## config.mk

```make
export PLATFORM = sky130hd
export DESIGN_NAME = vis_collect
export DESIGN_NICKNAME = d
export VERILOG_FILES = /design/src/rtl/vis_collect.sv
export SDC_FILE = /design/constraint.sdc
export NUM_CORES = 1
export LEC_CHECK = 0
export ABC_AREA = 1
export CAP_MARGIN = 20
export CORE_UTILIZATION = 25
export CTS_CLUSTER_DIAMETER = 120
export CTS_CLUSTER_SIZE = 28
export DETAILED_ROUTE_END_ITERATION = 8
export SKIP_CTS_REPAIR_TIMING = 1
export SYNTH_ARGS = -nofsm -noshare
export SYNTH_HDL_FRONTEND = slang
export SYNTH_SLANG_ARGS = --single-unit
```

## constraint.sdc

```tcl
create_clock -name clock_i -period 4.9 [get_ports clock_i]
set_input_delay 0.735 -clock clock_i [delete_from_list [all_inputs] [get_ports clock_i]]
set_output_delay 0.735 -clock clock_i [all_outputs]
set_load 0.01 [all_outputs]
```

## src/rtl/vis_collect.sv

```systemverilog
// vis_collect -- collects completed visibilities from an accumulator and
// streams them out as framed AXI-Stream words.
//
// Each completed visibility (valid_i && last_i) is packed as {im, re} and
// pushed into a DEPTH-word FIFO. The upstream has no backpressure, so a word
// that arrives while the FIFO is full is dropped. Drops are recorded in a
// sticky flag and in a saturating counter. The head of the FIFO is presented
// from registered outputs. m_tlast marks every FRAME-th delivered word.
//
// Ports:
//   clock_i    : sole clock, rising edge
//   reset_i    : synchronous active-high reset
//   valid_i    : accumulator word strobe
//   last_i     : qualifies valid_i as a completed accumulation
//   re_i, im_i : visibility components (OBITS each)
//   m_tvalid   : output word available (registered)
//   m_tready   : downstream accept
//   m_tlast    : final word of an output frame (registered)
//   m_tdata    : {im, re}, re in the LSBs (registered)
//   level_o    : stored words, including the one on m_tdata (0..DEPTH)
//   overflow_o : sticky, at least one word dropped
//   drops_o    : saturating count of dropped words
module vis_collect #(
    parameter int OBITS = 7,
    parameter int DEPTH = 16,
    parameter int FRAME = 8
) (
    input  logic                     clock_i,
    input  logic                     reset_i,
    input  logic                     valid_i,
    input  logic                     last_i,
    input  logic [OBITS-1:0]         re_i,
    input  logic [OBITS-1:0]         im_i,
    output logic                     m_tvalid,
    input  logic                     m_tready,
    output logic                     m_tlast,
    output logic [2*OBITS-1:0]       m_tdata,
    output logic [$clog2(DEPTH):0]   level_o,
    output logic                     overflow_o,
    output logic [7:0]               drops_o
);

    localparam int AW = $clog2(DEPTH);
    localparam int LW = AW + 1;
    localparam int FW = (FRAME > 1) ? $clog2(FRAME) : 1;
    localparam int WW = 2 * OBITS;

    localparam logic [LW-1:0] DEPTH_L    = LW'(DEPTH);
    localparam logic [FW-1:0] FRAME_LAST = FW'(FRAME - 1);

    // Storage and state
    logic [WW-1:0] mem_r [DEPTH];
    logic [AW-1:0] wr_ptr_r;
    logic [AW-1:0] rd_ptr_r;
    logic [LW-1:0] level_r;
    logic [FW-1:0] frame_r;
    logic          tvalid_r;
    logic          tlast_r;
    logic [WW-1:0] tdata_r;
    logic          overflow_r;
    logic [7:0]    drops_r;

    // Next-state terms
    logic          full_s;
    logic          attempt_s;
    logic          wr_s;
    logic          drop_s;
    logic          pop_s;
    logic [WW-1:0] word_s;
    logic [LW-1:0] level_nxt_s;
    logic [FW-1:0] frame_nxt_s;
    logic [WW-1:0] head_nxt_s;

    // Write/pop decisions; fullness uses start-of-cycle state only, so a
    // pop in the same cycle never makes room for that cycle's write.
    always_comb begin
        full_s    = (level_r == DEPTH_L);
        attempt_s = valid_i && last_i;
        wr_s      = attempt_s && !full_s;
        drop_s    = attempt_s && full_s;
        pop_s     = tvalid_r && m_tready;
        word_s    = {im_i, re_i};
    end

    // Occupancy after this cycle's push/pop
    always_comb begin
        level_nxt_s = level_r;
        case ({wr_s, pop_s})
            2'b10:   level_nxt_s = level_r + LW'(1);
            2'b01:   level_nxt_s = level_r - LW'(1);
            default: level_nxt_s = level_r;
        endcase
    end

    // Frame index of the word that will be presented next
    always_comb begin
        frame_nxt_s = frame_r;
        if (pop_s) begin
            if (frame_r == FRAME_LAST) begin
                frame_nxt_s = '0;
            end else begin
                frame_nxt_s = frame_r + FW'(1);
            end
        end else begin
            frame_nxt_s = frame_r;
        end
    end

    // Next head word: the stored successor when one exists, otherwise the
    // word being written this cycle (which lands behind an emptied FIFO).
    always_comb begin
        head_nxt_s = tdata_r;
        if (pop_s) begin
            if (level_r > LW'(1)) begin
                head_nxt_s = mem_r[rd_ptr_r + AW'(1)];
            end else begin
                head_nxt_s = word_s;
            end
        end else if (!tvalid_r) begin
            head_nxt_s = word_s;
        end else begin
            head_nxt_s = tdata_r;
        end
    end

    // FIFO storage; the head slot stays occupied until it is popped
    always_ff @(posedge clock_i) begin
        if (!reset_i && wr_s) begin
            mem_r[wr_ptr_r] <= word_s;
        end
    end

    // Pointers, occupancy, framing, output registers and drop accounting
    always_ff @(posedge clock_i) begin
        if (reset_i) begin
            wr_ptr_r   <= '0;
            rd_ptr_r   <= '0;
            level_r    <= '0;
            frame_r    <= '0;
            tvalid_r   <= 1'b0;
            tlast_r    <= 1'b0;
            tdata_r    <= '0;
            overflow_r <= 1'b0;
            drops_r    <= 8'd0;
        end else begin
            if (wr_s) begin
                wr_ptr_r <= wr_ptr_r + AW'(1);
            end
            if (pop_s) begin
                rd_ptr_r <= rd_ptr_r + AW'(1);
            end
            level_r  <= level_nxt_s;
            frame_r  <= frame_nxt_s;
            tvalid_r <= (level_nxt_s != '0);
            tlast_r  <= (level_nxt_s != '0) && (frame_nxt_s == FRAME_LAST);
            tdata_r  <= head_nxt_s;
            if (drop_s) begin
                overflow_r <= 1'b1;
                if (drops_r != 8'hFF) begin
                    drops_r <= drops_r + 8'd1;
                end
            end
        end
    end

    assign m_tvalid   = tvalid_r;
    assign m_tlast    = tlast_r;
    assign m_tdata    = tdata_r;
    assign level_o    = level_r;
    assign overflow_o = overflow_r;
    assign drops_o    = drops_r;

endmodule

```

==> metrics.md <==
| Metric | Value |
|---|---|
| Result of the run | `complete, no violations` |
| Total Negative Setup Slacks | `0 ns` |
| Number of buffer and inverter instances along the worst setup path | `2` |
| Total of flip-flops plus latches after synthesis | `265` |
| Largest area contributor in the netlist | `edfxtp_1` |
| Final Slew Violations | `0` |
| Total detailed-routing wirelength | `29000 µm` |
| Final worst setup slack | `1.71 ns` |
| Sequential fraction of the synthesis area | `65.1%` |
| Fin Hold WS | `0.474 ns` |
| Cell variety after synth | `31` |
| Area overhead of the layout relative to synthesis | `14.5%` |
| Worst max-slew margin expressed relative to the limit | `31.9%` |
| Initial core utilization | `25.4%` |
| Destination of the worst register-to-register timing path | `m_tdata[6]$_SDFFE_PP0P_` |
| Number of global-route vias before repair | `7774` |
| Cell count after placement | `1809` |
| Data arrival, critical path | `3.60 ns` |
| Min-Delay Path Class | `reg -> reg` |
| Placed wire-length estimate | `18100 µm` |
| Final critical-path required period | `3.19 ns` |
| Worst hold path depth | `2` |
| Crit Reg-Reg Startpoint | `rd_ptr_r[0]$_SDFFE_PP0N_` |
| Largest incremental delay on the critical path | `0.92 ns` |
| CP startpoint kind | `register` |
| Routed via count | `8076` |
| Critical Path, Cell by Cell | `clkinv_2 > buf_12 > nand2_1 > nand3_1 > nand3_1 > nand3_1 > nand3_1 > nand2_1 > a21oi_1` |
| CORE AREA | `45600 µm²` |
| CTS Buf Count | `13` |
| Initial drt markers | `794` |
| H-tree levels | `1` |
| Instance count of the mapped netlist | `1188` |
| Post-route DRC | `0` |
| Net Count, Synth | `1221` |
| Antenna Nets Post-Route | `0` |
| Dominant cell by count in the synthesized netlist | `nand2_1` |
| Max capacitance violation total | `0` |
| Number of rows in the core area | `78` |
| Proportion of netlist area held by the largest area contributor | `58.0%` |
| Total overflow reported by the global router | `0` |
| Commonest register cell after synthesis | `edfxtp_1` |
| Fraction of final layout cells sized beyond drive strength 1 | `5.75%` |
| Most frequent CP cell | `nand3_1` |
| Max rail drop VDD | `226 µV` |
| Min-Delay Startpoint | `m_tdata[7]$_SDFFE_PP0P_` |
| Vias per cell | `4.40` |
| Slowest stage cell on the critical path | `clkinv_2` |
| Final net count | `1260` |
| Depth of the worst register-to-register path | `9` |
| Final critical-path share of the clock period | `65.1%` |
| Final-report hold violation count | `0` |
| Wire length of the first global-routing pass | `44300 µm` |
| Critical path endpoint category | `register` |
| TritonCTS clock tree | `yes` |
| Maximum number of buffers from clock root to sink | `3` |
| Die Span Y | `217 µm` |
| Highest achievable clock rate | `0.314 GHz` |
| Register-to-register setup slack | `1.71 ns` |
| First-pass detailed-route iteration total | `5` |
| IO Pins | `49` |
| Clock latency on the worst-skew pair | `0.51 ns` |
| Post-placement setup slack | `1.53 ns` |
| Buffer cell driving the clock tree root | `clkbuf_16` |
| Pin count of the biggest net entering global routing | `62` |
| Reg clk slew, reported paths | `0.11 ns` |
| Die W | `217 µm` |
| Number of flops mapped to enable cells by yosys | `224` |
| Most frequent cells after synthesis | `nand2_1, edfxtp_1, nand3_1` |
| Mapped cell area | `11600 µm²` |
| CP Max Fanout | `61` |
| FFs w/ async S/R, synth | `0%` |
| Category of cells accounting for the largest share of critical-path delay | `buffers and inverters` |
| Worst Hold End | `m_tdata[7]$_SDFFE_PP0P_` |
| Main area contributors after synthesis | `edfxtp_1, nand2_1, nand3_1` |
| Worst setup skew after layout | `0.0302 ns` |
| Kind of critical path | `reg -> reg` |
| Reported leakage power | `5.22 nW` |
| Placer congestion estimate | `0.809` |
| Synth warn | `0` |
| Die outline area | `47200 µm²` |
| Worst Path Required | `5.31 ns` |
| Average cell area after synthesis | `9.75 µm²` |
| Unrepaired setup endpoints after global routing | `false` |
| GRT Total Usage | `12.1%` |
| Areal power density over the cells | `375 nW/µm²` |
| Transition time at the pin with the least slew margin | `1.02 ns` |
| Wire length per cell | `15.8 µm` |
| Filler-free cell count of the finished design | `1835` |
| Number of clock sinks | `265` |
| Number of endpoints failing setup at the final stage | `0` |
| Number of antenna violations at the first check in global routing | `0` |
| Number of port buffers | `48` |
[worst max path at each step]
stage	from	endpoint	cells past startpoint
detailed placement	valid_i	mem_r[5][0]$_DFFE_PP_	7
floorplan	level_o[0]$_SDFF_PP0_	mem_r[13][0]$_DFFE_PP_	7
CTS	rd_ptr_r[0]$_SDFFE_PP0N_	m_tdata[6]$_SDFFE_PP0P_	9
global placement	valid_i	mem_r[10][1]$_DFFE_PP_	7
finish	rd_ptr_r[0]$_SDFFE_PP0N_	m_tdata[6]$_SDFFE_PP0P_	9
global route	rd_ptr_r[0]$_SDFFE_PP0N_	m_tdata[6]$_SDFFE_PP0P_	9
[power by group]
group | switching [mW] | internal, mW | total, mW
Sequential | 0.0796 | 2.50 | 2.58
Combinational | 0.783 | 0.376 | 1.16
Clock | 0.716 | 0.518 | 1.23
Total | 1.58 | 3.39 | 4.97
[cells by family (layout without fill, tap and decap cells)]
family                     count (synthesis)  count (layout)  share of synthesized area (%)
AOI/OAI and AO/OA                         62              62                           2.80
xor gates and xnor gates                   5               5                          0.507
DFF                                      265             265                           65.1
buffers and inverters                    202             248                           6.99
other                                      0               1                              0
adders and majority gates                 14              14                           1.51
and+or+nand+nor                          640             640                           23.1
[sequential cells by signal, indices dropped and copies added (netlist names)]
| name | flops |
|---|---|
| m_tdata | 14 |
| m_tlast | 1 |
| frame_r | 3 |
| mem_r | 224 |
| wr_ptr_r | 4 |
| rd_ptr_r | 4 |
| drops_o | 8 |
| level_o | 5 |
| overflow_o | 1 |
| m_tvalid | 1 |
[tightest hold or removal path: stages, from the launching register on]
cell and delay [ns]:
dfxtp_1 0.33, nand2_1 0.06, a21oi_1 0.05
[layer usage]
| layer | GRT usage [%] | up-vias | share of wire, % |
|---|---|---|---|
| met5 | 0 | - | 0 |
| met4 | 3.12 | 0 | 2.2 |
| met3 | 1.05 | 35 | 4.5 |
| met2 | 21.5 | 183 | 50 |
| met1 | 15.9 | 3914 | 43 |
| li1 | - | 3944 | - |
[metrics by stage]
step	area [µm²]	power, mW	util (%)
2_1_floorplan	11600	3.34	-
3_3_place_gp	12800	3.76	28.1
3_5_place_dp	12900	3.78	28.2
4_1_cts	13200	5.00	29.0
5_1_grt	13300	5.19	29.1
6_report	13300	4.97	29.1
[layout make-up]
class / instances / area (µm²)
Fill cell: 4645 / 32300
Sequential cell: 265 / 7550
Multi-Input combinational cell: 721 / 3280
Tap cell: 600 / 751
Timing Repair Buffer: 77 / 746
Inverter: 149 / 561
Clock buffer: 20 / 352
Clock inverter: 2 / 25.0
Antenna cell: 1 / 2.50
[cells in the final DEF, fill, tap and decap left out, drive strengths merged, types with 2 or more instances in the layout]
cell type	Yosys	layout
a21oi	33	33
buf	35	29
clkbuf	18	20
clkdlybuf4s50	0	48
clkinv	2	3
dfxtp	41	41
edfxtp	224	224
ha	14	14
inv	147	148
nand2	402	402
nand3	165	165
nand4	5	5
nor2	51	51
nor3	9	9
o21ai	27	27
or2	5	5
xnor2	2	2
xor2	3	3
No activity file was read; power rests on OpenSTA's default activity.
